### config.mk
export PLATFORM = sky130hd
export DESIGN_NAME = sa_move_drain_flat
export DESIGN_NICKNAME = d
export VERILOG_FILES = /design/src/rtl/sa_pkg.sv /design/src/rtl/sa_move_drain_if.sv /design/src/rtl/sa_sync_fifo.sv /design/src/rtl/sa_move_drain.sv /design/src/flat_wrapper.sv
export SDC_FILE = /design/constraint.sdc
export NUM_CORES = 1
export LEC_CHECK = 0
export ABC_AREA = 1
export BUFFER_PORTS_ARGS = -buffer_cell sky130_fd_sc_hd__buf_2
export CORE_UTILIZATION = 45
export DETAILED_ROUTE_END_ITERATION = 16
export PLACE_DENSITY_LB_ADDON = 0.15
export SKIP_CTS_REPAIR_TIMING = 1
export SYNTH_ARGS = -nofsm -noshare
export SYNTH_HDL_FRONTEND = slang
export SYNTH_SLANG_ARGS = --single-unit
### constraint.sdc
create_clock -name clk -period 2.2 [get_ports clk]
set_clock_uncertainty 0.05 [all_clocks]
set_input_delay 0 -clock clk [delete_from_list [all_inputs] [get_ports clk]]
set_output_delay 0 -clock clk [all_outputs]
set_load 0.05 [all_outputs]
### src/rtl/sa_pkg.sv
// Shared definitions for the systolic-array datapath: move-drain FSM encoding
// and the default word width common to sa_cell and its drain.
package sa_pkg;

    localparam int SA_DATA_WIDTH = 32;

    typedef enum logic [1:0] {
        ST_IDLE    = 2'd0,
        ST_COLLECT = 2'd1,
        ST_FLUSH   = 2'd2
    } drain_state_t;

endpackage

### src/rtl/sa_move_drain_if.sv
// Port bundle of sa_move_drain: tile control, the unstallable move-buffer
// input, the valid/ready result stream and the sticky error flags.
interface sa_move_drain_if
    import sa_pkg::*;
#(
    parameter int DATA_WIDTH = SA_DATA_WIDTH,
    parameter int LEN_WIDTH  = 8
);
    logic                  start;
    logic [LEN_WIDTH-1:0]  tile_len;
    logic [DATA_WIDTH-1:0] move_buff_out;
    logic                  move_buff_out_valid;
    logic [DATA_WIDTH-1:0] out_data;
    logic                  out_valid;
    logic                  out_last;
    logic                  out_ready;
    logic                  busy;
    logic                  tile_done;
    logic                  overflow;
    logic                  stray;
    logic                  clear_err;

    // master drives the block (column + result writer side), slave is the drain
    modport master (
        output start, tile_len, move_buff_out, move_buff_out_valid, out_ready, clear_err,
        input  out_data, out_valid, out_last, busy, tile_done, overflow, stray
    );

    modport slave (
        input  start, tile_len, move_buff_out, move_buff_out_valid, out_ready, clear_err,
        output out_data, out_valid, out_last, busy, tile_done, overflow, stray
    );
endinterface

### src/rtl/sa_sync_fifo.sv
// Synchronous show-ahead FIFO; write visible on the read side one edge after push.
// A push while full is dropped unless a pop happens in the same cycle.
module sa_sync_fifo #(
    parameter int WIDTH = 33,
    parameter int DEPTH = 16
) (
    input  logic                       clk,
    input  logic                       rst,
    input  logic                       push,
    input  logic [WIDTH-1:0]           push_dat,
    input  logic                       pop,
    output logic [WIDTH-1:0]           pop_dat,
    output logic                       full,
    output logic                       empty,
    output logic [$clog2(DEPTH):0]     count
);
    localparam int PTR_W = $clog2(DEPTH);
    localparam int CNT_W = PTR_W + 1;

    logic [WIDTH-1:0] mem_q [DEPTH];
    logic [WIDTH-1:0] mem_d [DEPTH];
    logic [PTR_W-1:0] wr_ptr_q, wr_ptr_d, rd_ptr_q, rd_ptr_d;
    logic [CNT_W-1:0] count_q, count_d;
    logic             push_fire, pop_fire;

    assign empty = (count_q == '0);
    assign full  = (count_q == CNT_W'(DEPTH));
    assign count = count_q;
    // Head is forced to zero when empty so stale entries never leak out.
    assign pop_dat = empty ? '0 : mem_q[rd_ptr_q];

    always_comb begin
        pop_fire  = pop && !empty;
        push_fire = push && (!full || pop_fire);
        mem_d     = mem_q;
        wr_ptr_d  = wr_ptr_q;
        rd_ptr_d  = rd_ptr_q;
        count_d   = count_q;
        if (push_fire) begin
            mem_d[wr_ptr_q] = push_dat;
            wr_ptr_d        = wr_ptr_q + PTR_W'(1);
        end
        if (pop_fire) begin
            rd_ptr_d = rd_ptr_q + PTR_W'(1);
        end
        unique case ({push_fire, pop_fire})
            2'b10:   count_d = count_q + CNT_W'(1);
            2'b01:   count_d = count_q - CNT_W'(1);
            default: count_d = count_q;
        endcase
    end

    always_ff @(posedge clk or negedge rst) begin
        if (!rst) begin
            for (int i = 0; i < DEPTH; i++) begin
                mem_q[i] <= '0;
            end
            wr_ptr_q <= '0;
            rd_ptr_q <= '0;
            count_q  <= '0;
        end else begin
            mem_q    <= mem_d;
            wr_ptr_q <= wr_ptr_d;
            rd_ptr_q <= rd_ptr_d;
            count_q  <= count_d;
        end
    end
endmodule

### src/rtl/sa_move_drain.sv
// Frames the unstallable move-buffer stream into tiles, buffers it and re-issues
// it on a valid/ready stream; 1 cycle in-to-out, overflow/stray words flagged sticky.
module sa_move_drain
    import sa_pkg::*;
#(
    parameter int DATA_WIDTH = SA_DATA_WIDTH,
    parameter int FIFO_DEPTH = 16,
    parameter int LEN_WIDTH  = 8
) (
    input  logic           clk,
    input  logic           rst,
    sa_move_drain_if.slave bus
);
    localparam int CNT_W = $clog2(FIFO_DEPTH) + 1;

    drain_state_t          state_q, state_d;
    logic [LEN_WIDTH-1:0]  len_q, len_d, rx_cnt_q, rx_cnt_d;
    logic                  overflow_q, overflow_d, stray_q, stray_d;
    logic                  push, fifo_full, fifo_empty;
    logic [CNT_W-1:0]      fifo_count;
    logic [DATA_WIDTH:0]   push_dat, pop_dat;
    logic                  accept_start, last_word, ovf_evt, stray_evt;

    assign accept_start = bus.start && (bus.tile_len != '0);
    assign last_word    = (rx_cnt_q == len_q - LEN_WIDTH'(1));
    assign push_dat     = {last_word, bus.move_buff_out};

    sa_sync_fifo #(
        .WIDTH (DATA_WIDTH + 1),
        .DEPTH (FIFO_DEPTH)
    ) u_fifo (
        .clk      (clk),
        .rst      (rst),
        .push     (push),
        .push_dat (push_dat),
        .pop      (bus.out_ready),
        .pop_dat  (pop_dat),
        .full     (fifo_full),
        .empty    (fifo_empty),
        .count    (fifo_count)
    );

    always_ff @(posedge clk or negedge rst) begin
        if (!rst) state_q <= ST_IDLE;
        else      state_q <= state_d;
    end

    always_comb begin
        state_d = state_q;
        unique case (state_q)
            ST_IDLE:    if (accept_start) state_d = ST_COLLECT;
            // A dropped last word still closes the tile.
            ST_COLLECT: if (bus.move_buff_out_valid && last_word) state_d = ST_FLUSH;
            ST_FLUSH:   if (fifo_count == '0) state_d = ST_IDLE;
            default:    state_d = ST_IDLE;
        endcase
    end

    always_comb begin
        push          = (state_q == ST_COLLECT) && bus.move_buff_out_valid;
        bus.busy      = (state_q != ST_IDLE);
        bus.tile_done = (state_q == ST_FLUSH) && (fifo_count == '0);
    end

    // A full FIFO always has a head, so out_ready alone means a pop frees a slot.
    assign ovf_evt   = push && fifo_full && !bus.out_ready;
    assign stray_evt = bus.move_buff_out_valid && (state_q != ST_COLLECT);

    always_comb begin
        len_d      = len_q;
        rx_cnt_d   = rx_cnt_q;
        overflow_d = bus.clear_err ? 1'b0 : overflow_q;
        stray_d    = bus.clear_err ? 1'b0 : stray_q;
        if ((state_q == ST_IDLE) && accept_start) begin
            len_d    = bus.tile_len;
            rx_cnt_d = '0;
        end
        if (push) rx_cnt_d = rx_cnt_q + LEN_WIDTH'(1);
        if (ovf_evt)   overflow_d = 1'b1;
        if (stray_evt) stray_d    = 1'b1;
    end

    always_ff @(posedge clk or negedge rst) begin
        if (!rst) begin
            len_q      <= '0;
            rx_cnt_q   <= '0;
            overflow_q <= 1'b0;
            stray_q    <= 1'b0;
        end else begin
            len_q      <= len_d;
            rx_cnt_q   <= rx_cnt_d;
            overflow_q <= overflow_d;
            stray_q    <= stray_d;
        end
    end

    assign bus.out_data  = pop_dat[DATA_WIDTH-1:0];
    assign bus.out_last  = pop_dat[DATA_WIDTH];
    assign bus.out_valid = !fifo_empty;
    assign bus.overflow  = overflow_q;
    assign bus.stray     = stray_q;
endmodule

### src/flat_wrapper.sv
// flat-port wrapper written by rule: the top's interface ports become plain ports
module sa_move_drain_flat import sa_pkg::*;
#(
    parameter int DATA_WIDTH = SA_DATA_WIDTH,
    parameter int FIFO_DEPTH = 16,
    parameter int LEN_WIDTH  = 8
)
  (clk, rst, bus_start, bus_tile_len, bus_move_buff_out, bus_move_buff_out_valid, bus_out_ready, bus_clear_err, bus_out_data, bus_out_valid, bus_out_last, bus_busy, bus_tile_done, bus_overflow, bus_stray);
  sa_move_drain_if #(.DATA_WIDTH(DATA_WIDTH), .LEN_WIDTH(LEN_WIDTH)) bus_i ();
  input  logic clk;
  input  logic rst;
  input wire logic [$bits(bus_i.start)-1:0] bus_start;
  input wire logic [$bits(bus_i.tile_len)-1:0] bus_tile_len;
  input wire logic [$bits(bus_i.move_buff_out)-1:0] bus_move_buff_out;
  input wire logic [$bits(bus_i.move_buff_out_valid)-1:0] bus_move_buff_out_valid;
  input wire logic [$bits(bus_i.out_ready)-1:0] bus_out_ready;
  input wire logic [$bits(bus_i.clear_err)-1:0] bus_clear_err;
  output wire logic [$bits(bus_i.out_data)-1:0] bus_out_data;
  output wire logic [$bits(bus_i.out_valid)-1:0] bus_out_valid;
  output wire logic [$bits(bus_i.out_last)-1:0] bus_out_last;
  output wire logic [$bits(bus_i.busy)-1:0] bus_busy;
  output wire logic [$bits(bus_i.tile_done)-1:0] bus_tile_done;
  output wire logic [$bits(bus_i.overflow)-1:0] bus_overflow;
  output wire logic [$bits(bus_i.stray)-1:0] bus_stray;
  assign bus_i.start = bus_start;
  assign bus_i.tile_len = bus_tile_len;
  assign bus_i.move_buff_out = bus_move_buff_out;
  assign bus_i.move_buff_out_valid = bus_move_buff_out_valid;
  assign bus_i.out_ready = bus_out_ready;
  assign bus_i.clear_err = bus_clear_err;
  assign bus_out_data = bus_i.out_data;
  assign bus_out_valid = bus_i.out_valid;
  assign bus_out_last = bus_i.out_last;
  assign bus_busy = bus_i.busy;
  assign bus_tile_done = bus_i.tile_done;
  assign bus_overflow = bus_i.overflow;
  assign bus_stray = bus_i.stray;
  sa_move_drain #(.DATA_WIDTH(DATA_WIDTH), .FIFO_DEPTH(FIFO_DEPTH), .LEN_WIDTH(LEN_WIDTH)) u_core (.clk(clk), .rst(rst), .bus(bus_i));
endmodule
== After elaboration in Yosys (flattened, before gate mapping) ==
Cells that the tools add are included.
Operators by class
  add/sub/neg operators: 6
  magnitude comparators: 3
  equality and inequality tests: 10
  mux-type cells: 17
  bitwise gates (word level): 2
  reduce and logical (&&, ||, !) cells: 24
Operator list (count)
  $bwmux W528: 1
  $bmux W33 S4: 1
  $demux W33 S4: 1
  $mux W33: 4
  $mux W8: 2
  $logic_and A1 B1 Y1: 11
  $ge A5 B5 Y1 const B: 2
  $not A4 Y5: 2
  $pmux W5 S2: 1
  $reduce_bool A2 Y1: 5
  $add A4 B1 Y4 const B: 2
  $add A8 B1 Y8 const B: 1
  $eq A8 B8 Y1: 1
  $ne A2 B1 Y1 const B: 4
  $reduce_bool A8 Y1: 1
  $sub A8 B1 Y8 const B: 1
  $mux W2: 3
  $pmux W2 S3: 1
  $add A5 B1 Y5 const B: 1
  $eq A5 B5 Y1 const B: 1
  $logic_not A5 Y1: 1
  $lt A5 B1 Y1 const B: 1
  $sub A5 B1 Y5 const B: 1
  $eq A2 B1 Y1 const B: 2
  other kinds (6): 11
Word-level totals
  register bits: 561
  input bits: 46
  output and inout bits: 38
  logic and storage cells: 86

== Logic depth before layout (Yosys ltp) ==
Gate-level depths: netlist of the first run.
  word-level depth: 7
  depth in mapped cells: 17
  depth with buffers taken out: 17

== By module ==
A second synthesis of the first run with hierarchy kept.
Unflattened totals
  cells, all modules: 3851
  area, all modules: 28279.6 um^2
Modules (own cells, without submodules)
  sa_sync_fifo: times used 1, cells an instance 3675, area each 27043.4 um^2, sequential area each 13538.0 um^2
  sa_move_drain: times used 1, cells an instance 176, area each 1236.2 um^2, sequential area each 500.5 um^2

== Worst setup path after synthesis of the first run ==
OpenSTA, ideal clock, no wires.
  path kind: reg2reg
  start point: reg u_core.u_fifo.count_q[0] (netlist: u_core.u_fifo.count[0])
  end point: reg u_core.u_fifo.count_q[4] (netlist: u_core.u_fifo.count[4])
  library setup time: 0.125 ns
  arrival: 2.490 ns
  required time: 2.025 ns
  path slack: -0.465 ns
  cell stages (with the launch flop): 16
  buffers on the path: 0
  period minus slack after synthesis: 2.665 ns
  path through: dfrtp_1 > inv_2 > nand4_2 > nor2_1 > inv_1 > nand2_1 > inv_1 > ha_1 > ha_1 > a21oi_1 > nor2_1 > nor2_1 > nand2_1 > nand2_1 > nor2_1 > xor2_1
On the way
  longest elaborated chain between the ends: 7
  elaborated cells on any way between the ends: 13
  classes of those cells: 2 x add/sub; 3 x eq/ne; 1 x mux; 7 x reduce/logical
RTL lines
  start, declared: line sa_sync_fifo.sv:23  | logic [CNT_W-1:0] count_q, count_d;
  start signal, assigned: line sa_sync_fifo.sv:65  | count_q <= count_d;
  $logic_not A5 Y1 *: line sa_sync_fifo.sv:26  | assign empty = (count_q == '0);
  $logic_not A1 Y1 *
  net bus_out_valid: line flat_wrapper.sv:19  | output wire logic [$bits(bus_i.out_valid)-1:0] bus_out_valid;
  $logic_and A1 B1 Y1 *: line sa_sync_fifo.sv:33  | pop_fire = pop && !empty;
  net u_core.u_fifo.pop_fire: line sa_sync_fifo.sv:24  | logic push_fire, pop_fire;
  $logic_or A1 B1 Y1: line sa_sync_fifo.sv:34  | push_fire = push && (!full || pop_fire);
  $logic_and A1 B1 Y1: line sa_sync_fifo.sv:34
  $eq A2 B1 Y1 / $eq A2 B2 Y1 (equally long branches): line sa_sync_fifo.sv:46  | unique case ({push_fire, pop_fire})
  $pmux W5 S2 / $reduce_bool A2 Y1 (equally long branches)
Mark *: on every way through the listed nets, which the timed path passes. The rest lies on a longest branch.
A chain may end at the register's enable or synchronous reset.

== Final worst setup path of the first run ==
  start point: reg u_core.u_fifo.rd_ptr_q[0]
  end point: out bus_out_data[0]
On the way
  longest elaborated chain between the ends: 5
RTL lines
  start, declared: line sa_sync_fifo.sv:22  | logic [PTR_W-1:0] wr_ptr_q, wr_ptr_d, rd_ptr_q, rd_ptr_d;
  start signal, assigned: line sa_sync_fifo.sv:64  | rd_ptr_q <= rd_ptr_d;
  $not A4 Y5 (implied by the code): line sa_sync_fifo.sv:30  | assign pop_dat = empty ? '0 : mem_q[rd_ptr_q];
  $bmux W33 S4: line sa_sync_fifo.sv:30
  $mux W33 (implied by the code) (2 in series): line sa_sync_fifo.sv:30
  $mux W33: line sa_sync_fifo.sv:30
  end, declared: line flat_wrapper.sv:18  | output wire logic [$bits(bus_i.out_data)-1:0] bus_out_data;
Every way passes these cells. The select of a mux whose other input is x is not followed.

==> results of run 1 <==
## layer usage
layer / GRT usage [%] / wire (um) / share of wire, %
met4: 8.094 / 1974 / 2.3
met5: 0 / 0 / 0
met1: 39.53 / 37210 / 44
met3: 4.045 / 6904 / 8.1
met2: 41.70 / 38790 / 46
## cell usage in the layout, fill, tap and decap left out, types with 5 or more instances in the layout
cell,instances
nand2_1,594
o21ai_0,569
dfrtp_1,558
nor2_1,294
o21ai_1,195
o221ai_1,109
clkbuf_16,78
inv_1,76
buf_4,76
nand3_1,70
buf_12,69
o21ai_2,59
dlygate4sd3_1,51
buf_2,49
buf_6,31
a21oi_2,23
o22ai_1,20
clkbuf_8,17
clkbuf_1,15
a21oi_1,12
clkinv_2,9
buf_8,9
inv_2,8
nor2_2,8
nand3_4,8
xor2_1,8
nand4_1,7
ha_1,7
buf_16,7
nand4_4,6
nor2_4,6
o221ai_2,5
a21oi_4,5
## where the power goes
group | internal, W | switching [W]
registers | 0.0149 | 0.00260
clock network | 0.00608 | 0.00432
logic | 0.0105 | 0.0165
## per-stage QoR
step | utilization (%) | setup slack [ps] | hold WS [ps] | area [um^2] | total power (W)
CTS | 52.43 | -585.1 | -704.6 | 29620 | 0.05036
global route | 56.06 | -492.2 | 9.183 | 31670 | 0.05815
detailed placement | 48.84 | -33.48 | -14.35 | 27590 | 0.03989
floorplan | - | -1.979 | -345.6 | 25860 | 0.03213
finish | 56.07 | -431.1 | -11.21 | 31680 | 0.05491
global placement | 48.84 | -40.36 | -14.34 | 27590 | 0.03932
## worst min-delay path, stage by stage
cell,delay [ps]
buf_2,120
inv_1,290
o21ai_2,220
## state kept, by name, indices dropped and copies added (netlist names)
name	flops
u_core.u_fifo.mem_q	528
u_core.len_q	8
u_core.rx_cnt_q	8
u_core.u_fifo.count	5
u_core.u_fifo.rd_ptr_q	4
u_core.u_fifo.wr_ptr_q	4
u_core.state_q	2
u_core.bus.overflow	1
u_core.bus.stray	1
## worst paths after layout
path                       depth (start not counted)                  endpoint
hold reg to reg                                    2   u_core.u_fifo.mem_q[69]
setup / recovery                                   8           bus_out_data[0]
setup reg to reg                                  18    u_core.u_fifo.count[4]
max in group asynchronous                          4  u_core.u_fifo.mem_q[249]
hold / removal                                     3  u_core.u_fifo.mem_q[459]
min in group asynchronous                          3   u_core.u_fifo.mem_q[62]
## cell usage after synthesis, drive strengths merged
library cell / n / area (um^2)
o21ai: 823 / 4310
nand2: 600 / 2278
dfrtp: 561 / 14040
nor2: 310 / 1214
clkbuf: 149 / 559.3
o221ai: 114 / 998.5
buf: 111 / 834.5
inv: 91 / 351.6
nand3: 79 / 430.4
a21oi: 40 / 200.2
o22ai: 20 / 125.1
nand4: 13 / 162.6
ha: 11 / 137.6
xor2: 8 / 70.07
xnor2: 2 / 17.52
clkinv: 1 / 3.750
fa: 1 / 20.02
nor4: 1 / 6.260
o211ai: 1 / 7.510
or2: 1 / 6.260
## area by class of cell
class | count | share of cell area [%]
Sequential cell | 561 | 44.35
Inverter | 92 | 1.252
Tap cell | 756 | 2.986
Timing Repair inverter | 2 | 0.1304
Clock buffer | 92 | 5.657
Clock inverter | 20 | 0.7584
Multi-Input combinational cell | 2024 | 32.75
Timing Repair Buffer | 310 | 12.11
Antenna cell | 1 | 0.007900
## kinds of logic after synthesis
kind of cell,after synthesis,synth area share (%)
flip-flops,561,54.47
AND/OR/NAND/NOR,1004,15.90
XOR/XNOR,10,0.3399
AO/OA/AOI/OAI,998,21.89
buffers and inverters,352,6.787
adder cells (fa/ha/maj),12,0.6117
==> flow_summary.yaml, run 1 <==
layout:
  fillers: 4929
  fin_cells: 3858
  multiInputGateArea_um2: 10380
  nets: 3109
  seq_area_um2: 14050
  syn2layout_area_growth_pct: 22.91
  drive_above_1_share_pct: 16.51
global_route:
  grt_usage_pct: 27.09
  overflow: 0
  grt_pass1_wl_um: 120900
  grt_pass1_vias: 20450
  grt_max_degree: 98
  antenna_found_initial: 2
routing:
  vias: 22390
  viasPerCell: 5.802
  drt_first_iter_violations: 2756
  ant_nets: 0
  wire_per_inst_um: 22.00
  dr.pass1.iters: 5
  drc: 0
  wirelength_um: 84880
power:
  p_per_area_nw_per_um2: 1734
  ir_drop_v: 0.001044
  cellLeakagePower_nw: 14.37
sta:
  finalSetupViolCount: 34
  tightest_slew_ps: 668.4
  drv_slew: 0
  holdWs_ps: -11.21
  relSlewSlack_pct: 55.39
  fmax_mhz: 380.1
  finalCritPeriodShare_pct: 119.6
  rsz0062_at_grt: "true"
  setup_ws_ps: -431.1
  finalHoldViolCount: 3
  min_period_ps: 2631
  tns_ps: -11900
critical_path:
  r2r_slack_ps: -80
  start_kind: "flop"
  worst-path-buf-inv: 4
  crit_path_top_delay_cell: "dfrtp_4"
  critical-path-top-delay-family: "buffers and inverters"
  path_cells: "buf_12, inv_8, clkbuf_16, o21ai_0, o221ai_1, nand3_1, a21oi_2, buf_6"
  crit_path_end_kind: "output port"
  r2r_start: "u_core.u_fifo.count[1]"
  crit_arrival_ps: 2580
  cp_max_fo: 18
  cp_data_required_time_ps: 2150
  cp_slowest_stage_delay_ps: 520
  startpoint: "u_core.u_fifo.rd_ptr_q[0]"
  path_class: "flop to output port"
floorplanning:
  die_w_um: 241.3
  pin_count: 84
  die_h_um: 241.3
  start_util_pct: 45.62
  core_um2: 56500
  die_area_um2: 58230
  std_cell_rows: 87
clocking:
  cts.path.max_buffers: 3
  cts_max_level: 2
  cts_tree: "yes"
  cts_root_buf: "clkbuf_16"
  clock_latency_ps: 630
  cts_inserted_buffers: 60
  cts.clk_slew.worst_paths_ps: 60
  cts_sinks: 561
run:
  maxCapViolations: 0
synth:
  synth_nets: 2995
  syn_avg_cell_area_um2: 8.775
  ys_seq_area_share_pct: 54.47
  synth_cell_type_count: 38
  yosys_register_bits: 561
  synth_cells: 2937
  yosysWarnings: 0
  syn-cell-area_um2: 25770
status:
  violations: "negative hold slack, negative setup slack"
  status: "complete, but fails checks"
placed_design:
  gp_congestion: 0.8008
  dpl.cell_count: 3629
  hpwl_um: 44260
  numPortBuffers: 83
worst_hold_path:
  worstHoldPathType: "input port to flop"
  hp-start: "bus_move_buff_out[30]"
(Power assumes the default switching activity.)
==> run 2: changes to the inputs <==
==> constraint.sdc (replaced) <==
create_clock -name clk -period 2.51 [get_ports clk]
set_clock_uncertainty 0.05 [all_clocks]
set_input_delay 0 -clock clk [delete_from_list [all_inputs] [get_ports clk]]
set_output_delay 0 -clock clk [all_outputs]
set_load 0.05 [all_outputs]
==> run 2 against run 1 <==
Against the previous run: the run ends with negative setup slack left; worst setup slack better by 270 ps; total power is 12% lower; via count rose by 0.80%; critical path type unchanged.
==> flow_summary.yaml, run 2 (synthesis results as in run 1) <==
status:
  status: "complete, but fails checks"
  violations: "negative setup slack"
critical_path:
  cp_slowest_stage_delay_ps: 510
  critical-path-top-delay-family: "buffers and inverters"
  crit_path_end_kind: "output port"
  cp_data_required_time_ps: 2460
  path_class: "flop to output port"
  start_kind: "flop"
  crit_path_top_delay_cell: "dfrtp_4"
  crit_arrival_ps: 2620
  worst-path-buf-inv: 5
  cp_max_fo: 7
  path_cells: "buf_6, clkinv_8, buf_16, buf_4, o21ai_0, o221ai_1, nand3_1, a21oi_2, buf_12"
layout:
  multiInputGateArea_um2: 10370
  largest-register: "u_core.u_fifo.mem_q"
  top_regs: "u_core.u_fifo.mem_q x528, u_core.len_q x8, u_core.rx_cnt_q x8"
  fillers: 5006
  antenna_cells: 0
  nets: 3086
  syn2layout_area_growth_pct: 21.57
  largest_reg_flops: 528
  layout_common_cells: "nand2_1, o21ai_0, dfrtp_1"
  mostFrequentLayoutCell: "nand2_1"
  drive_above_1_share_pct: 15.74
  final_area_um2: 31330
  seq_area_um2: 14050
sta:
  tightest_slew_ps: 699.2
  tns_ps: -2288
  drv_slew: 0
  finalCritPeriodShare_pct: 106.3
  finalSetupViolCount: 33
  finalHoldViolCount: 0
  fmax_mhz: 374.8
  relSlewSlack_pct: 53.39
  rsz0062_at_grt: "true"
  min_period_ps: 2668
  setup_ws_ps: -158.0
worst_hold_path:
  worstHoldPathType: "input port to flop"
clocking:
  cts.path.max_buffers: 3
  cts_root_buf: "clkbuf_16"
  cts.clk_slew.worst_paths_ps: 60
  cts_sinks: 561
  cts_tree: "yes"
  cts_inserted_buffers: 61
  cts_max_level: 2
  clock_latency_ps: 630
global_route:
  grt_pass1_vias: 20920
  grt_max_degree: 100
  overflow: 0
  antenna_found_initial: 0
  grt_pass1_wl_um: 121200
  grt_usage_pct: 27.14
placed_design:
  hpwl_um: 42640
  gp_congestion: 0.8141
  dpl-instance-area_um2: 27160
  numPortBuffers: 83
floorplanning:
  die_w_um: 241.3
  core_um2: 56500
  std_cell_rows: 87
  start_util_pct: 45.62
  die_h_um: 241.3
  die_area_um2: 58230
  pin_count: 84
routing:
  viasPerCell: 5.892
  drc: 0
  ant_nets: 0
  vias: 22570
  wirelength_um: 86450
  wire_per_inst_um: 22.57
  dr.pass1.iters: 6
  drt_first_iter_violations: 2709
power:
  p_per_area_nw_per_um2: 1536
  power.total_w: 0.04812
  cellLeakagePower_nw: 14.22
  ir_drop_v: 0.0008225
run:
  maxCapViolations: 0
## run 2: changes by cell type in the layout (fill, tap and decap cells not counted), sizes merged
| cell | delta |
|---|---|
| nand4 | +1 |
| clkinvlp | -1 |
| clkbuf | +3 |
| clkinv | -1 |
| dlygate4sd3 | +3 |
| buf | -31 |
| diode | -1 |
| inv | -1 |
## run 2: power breakdown
group	total (W)	internal (W)	switching (W)
Clock	0.00912	0.00538	0.00374
Combinational	0.0236	0.00907	0.0146
Sequential	0.0154	0.0130	0.00233
Total	0.0481	0.0275	0.0206
## run 2: per-layer routing
layer,GRT usage (%),wire length (um)
met1,38.66,37760
met2,42.18,38920
met3,4.752,7109
met4,8.516,2661
met5,0,0
## run 2: path summary, 6_finish.rpt
check                                          startpoint                  endpoint  slack [ps]  cells past startpoint
worst max-delay path            u_core.u_fifo.rd_ptr_q[0]          bus_out_data[12]        -160                      9
worst min-delay path                bus_move_buff_out[18]   u_core.u_fifo.mem_q[84]          20                      3
worst max register to register     u_core.u_fifo.count[0]    u_core.u_fifo.count[4]         150                     15
worst min register to register   u_core.u_fifo.mem_q[229]  u_core.u_fifo.mem_q[229]         420                      2
max in group asynchronous                             rst  u_core.u_fifo.mem_q[358]        1100                      4
min in group asynchronous                             rst  u_core.u_fifo.mem_q[335]         420                      3
## run 2: cell type report
cell class / instances / share of cell area [%]
Multi-Input combinational cell: 2025 / 33.10
Timing Repair Buffer: 286 / 11.33
Timing Repair inverter: 1 / 0.02796
Sequential cell: 561 / 44.84
Tap cell: 756 / 3.019
Clock buffer: 91 / 5.807
Inverter: 92 / 1.214
Clock inverter: 18 / 0.6669
## run 2: worst min-delay path, delay by kind of cell
kind	cells	cell delay (ps)
compound gates	1	190
buf+inv	2	450
## run 2: per-stage QoR
stage               hold slack [ps]  worst slack [ps]  utilization, %  cells
floorplan                    -345.6             85.12               -   2937
detailed placement           -3.452             47.82           48.07   3607
global route                  32.20            -194.0           55.46   3830
CTS                          -676.9            -385.8           51.66   3716
finish                        19.08            -158.0           55.46   3830
global placement             -14.86             80.77           48.07   3607
==> run 3: changes to the inputs <==
--- a/config.mk
+++ b/config.mk
@@ -13,4 +13,5 @@
 export SKIP_CTS_REPAIR_TIMING = 1
 export SYNTH_ARGS = -nofsm -noshare
 export SYNTH_HDL_FRONTEND = slang
+export SYNTH_HIERARCHICAL = 1
 export SYNTH_SLANG_ARGS = --single-unit
==> run 3 against run 2 <==
Against the previous run: the run ends with negative hold slack, negative setup slack left; clock power rose by 4.6%; worst setup slack better by 150 ps; total power up 1.5%; wire length rose by 20%; sequential power about the same; clock-buffer cell count up 9; cell count grew 25%; die area rose by 9.6%.
==> flow_summary.yaml, run 3 <==
status:
  status: "complete, but fails checks"
  violations: "negative hold slack, negative setup slack"
power:
  power.total_w: 0.04883
  cellLeakagePower_nw: 17.43
  p_per_area_nw_per_um2: 1449
  ir_drop_v: 0.0006847
layout:
  largest_reg_flops: 528
  syn2layout_area_growth_pct: 19.15
  top_regs: "u_core/u_fifo/mem_q x528, u_core/len_q x8, u_core/rx_cnt_q x8"
  nets: 3939
  final_area_um2: 33700
  drive_above_1_share_pct: 11.52
  fin_cells: 4770
  largest-register: "u_core/u_fifo/mem_q"
  layout_common_cells: "nand2_1, nand3_1, dfrtp_1"
  mostFrequentLayoutCell: "nand2_1"
clocking:
  cts_tree: "yes"
  cts.path.max_buffers: 3
  cts_inserted_buffers: 67
  cts.clk_slew.worst_paths_ps: 50
  cts_max_level: 3
  cts_sinks: 561
  cts_root_buf: "clkbuf_16"
  clock_latency_ps: 610
sta:
  finalSetupViolCount: 3
  rsz0062_at_grt: "true"
  min_period_ps: 2517
  tightest_slew_ps: 706.3
  finalCritPeriodShare_pct: 100.3
  setup_ws_ps: -7.299
  drv_slew: 0
  fmax_mhz: 397.3
  relSlewSlack_pct: 52.87
  holdWs_ps: -86.66
  finalHoldViolCount: 7
floorplanning:
  core_um2: 61940
  pin_count: 84
  die_h_um: 252.7
  die_area_um2: 63850
  die_w_um: 252.7
  std_cell_rows: 91
  start_util_pct: 45.66
synth:
  synth_flop_cell: "dfrtp_1"
  ys_seq_area_share_pct: 49.64
  yosys.area.top_type: "dfrtp_1"
  syn_avg_cell_area_um2: 7.343
  synth-adder-area-share_pct: 0.4867
  synth.top_cell.area_share_pct: 49.64
  netlist_top_cells_count: "nand2_1, nand3_1, dfrtp_1"
  synth_cell_type_count: 32
  yosys.area_share.xor_xnor_pct: 0.4026
  yosys-top-cells-area: "dfrtp_1, nand2_1, nand3_1, clkbuf_1, buf_2"
  synth.most_common_cell: "nand2_1"
  synth_compound_area_share_pct: 1.265
  async_flop_share_pct: 100.0
  syn-cell-area_um2: 28280
  muxShareOfSynthArea_pct: 0
  synth_cells: 3851
  synth_top_family_by_area: "simple AND/OR/NAND/NOR gates"
  synth_nets: 3908
  yosys_register_bits: 561
  yosysWarnings: 6
  yosys.area_share.simple_pct: 41.96
  synth_edf_count: 0
global_route:
  overflow: 0
  grt_pass1_wl_um: 152300
  grt_max_degree: 114
  grt_pass1_vias: 24760
  antenna_found_initial: 7
  grt_usage_pct: 31.37
worst_hold_path:
  hold_depth: 7
  hp-start: "bus_start"
  worstHoldPathType: "input port to flop"
  min_to: "u_core/rx_cnt_q[1]"
routing:
  wirelength_um: 103700
  vias: 26820
  drc: 0
  drt_first_iter_violations: 2828
  ant_nets: 0
  viasPerCell: 5.623
  dr.pass1.iters: 6
  wire_per_inst_um: 21.73
placed_design:
  dpl.cell_count: 4560
  numPortBuffers: 83
  gp_congestion: 0.8177
  dpl-instance-area_um2: 29880
  hpwl_um: 56920
critical_path:
  r2r_slack_ps: 160
  rr_worst_depth: 8
  r2r_start: "u_core/state_q[1]"
  cp_data_required_time_ps: 2460
  cp_slowest_stage_delay_ps: 600
  crit_path_end_kind: "output port"
  r2r-end: "u_core/u_fifo/mem_q[145]"
  path_class: "flop to output port"
  start_kind: "flop"
  startpoint: "u_core/u_fifo/rd_ptr_q[1]"
  cp_max_fo: 38
  path_cells: "inv_8, buf_16, nand3_1, nand3_1, nand2_1, nand2_1, a21oi_2, buf_4, buf_12"
  crit_arrival_ps: 2470
  crit_path_top_delay_cell: "dfrtp_4"
run:
  maxCapViolations: 0
run 3: through the flow:
step,setup WS [ps],TNS (ps),utilization (%),hold WS [ps]
6_report,-7.299,-9.894,54.40,-86.66
2_1_floorplan,139.9,0,-,-345.6
5_1_grt,-86.97,-1368,54.40,8.709
3_3_place_gp,179.1,0,48.24,-8.515
4_1_cts,-340.6,-7307,51.65,-657.6
3_5_place_dp,135.7,0,48.24,-16.08
run 3: kinds of logic (layout without fill, tap and decap cells):
group	Yosys count	count (layout)
compound gates	68	68
simple gates	2807	2807
fa+ha+maj	11	11
buf+inv	391	472
other cells	0	1
flops	561	561
xor+xnor	13	13
run 3: per-layer routing:
| metal | vias to the layer above | share of wire [%] | GRT usage, % |
|---|---|---|---|
| li1 | 12430 | - | - |
| met1 | 12940 | 43 | 44.17 |
| met2 | 1226 | 45 | 48.91 |
| met3 | 216 | 8.9 | 5.520 |
| met4 | 12 | 3.4 | 10.27 |
| met5 | - | 0.066 | 0 |
run 3: layout make-up:
type                            instances  area, um^2
Tap cell                              837        1047
Timing Repair inverter                  2       25.02
Fill cell                            6004       28240
Sequential cell                       561       14050
Multi-Input combinational cell       2899       12850
Timing Repair Buffer                  298        3383
Antenna cell                            1       2.502
Clock inverter                         19       178.9
Inverter                               53       220.2
Clock buffer                          100        1933
run 3: power breakdown:
part	switching [W]	internal, W	leakage, nW	total (W)
Combinational	0.0155	0.00853	9.15	0.0241
Clock	0.00399	0.00555	1.04	0.00954
Sequential	0.00231	0.0129	7.24	0.0152
run 3: worst max-delay path by stage:
stage / cells past startpoint / end / slack, ps
floorplan: 14 / u_core/u_fifo/count[4] / 140
global placement: 14 / u_core/u_fifo/count[4] / 180
detailed placement: 14 / u_core/u_fifo/count[4] / 140
CTS: 9 / bus_out_data[5] / -340
global route: 10 / bus_out_data[6] / -90
finish: 9 / bus_out_data[1] / -7
run 3: critical path, delay by kind of cell (launching register included):
kind,cells,cell delay [ps]
compound gates,1,70
flops,1,600
buf+inv,4,830
simple gates,4,350
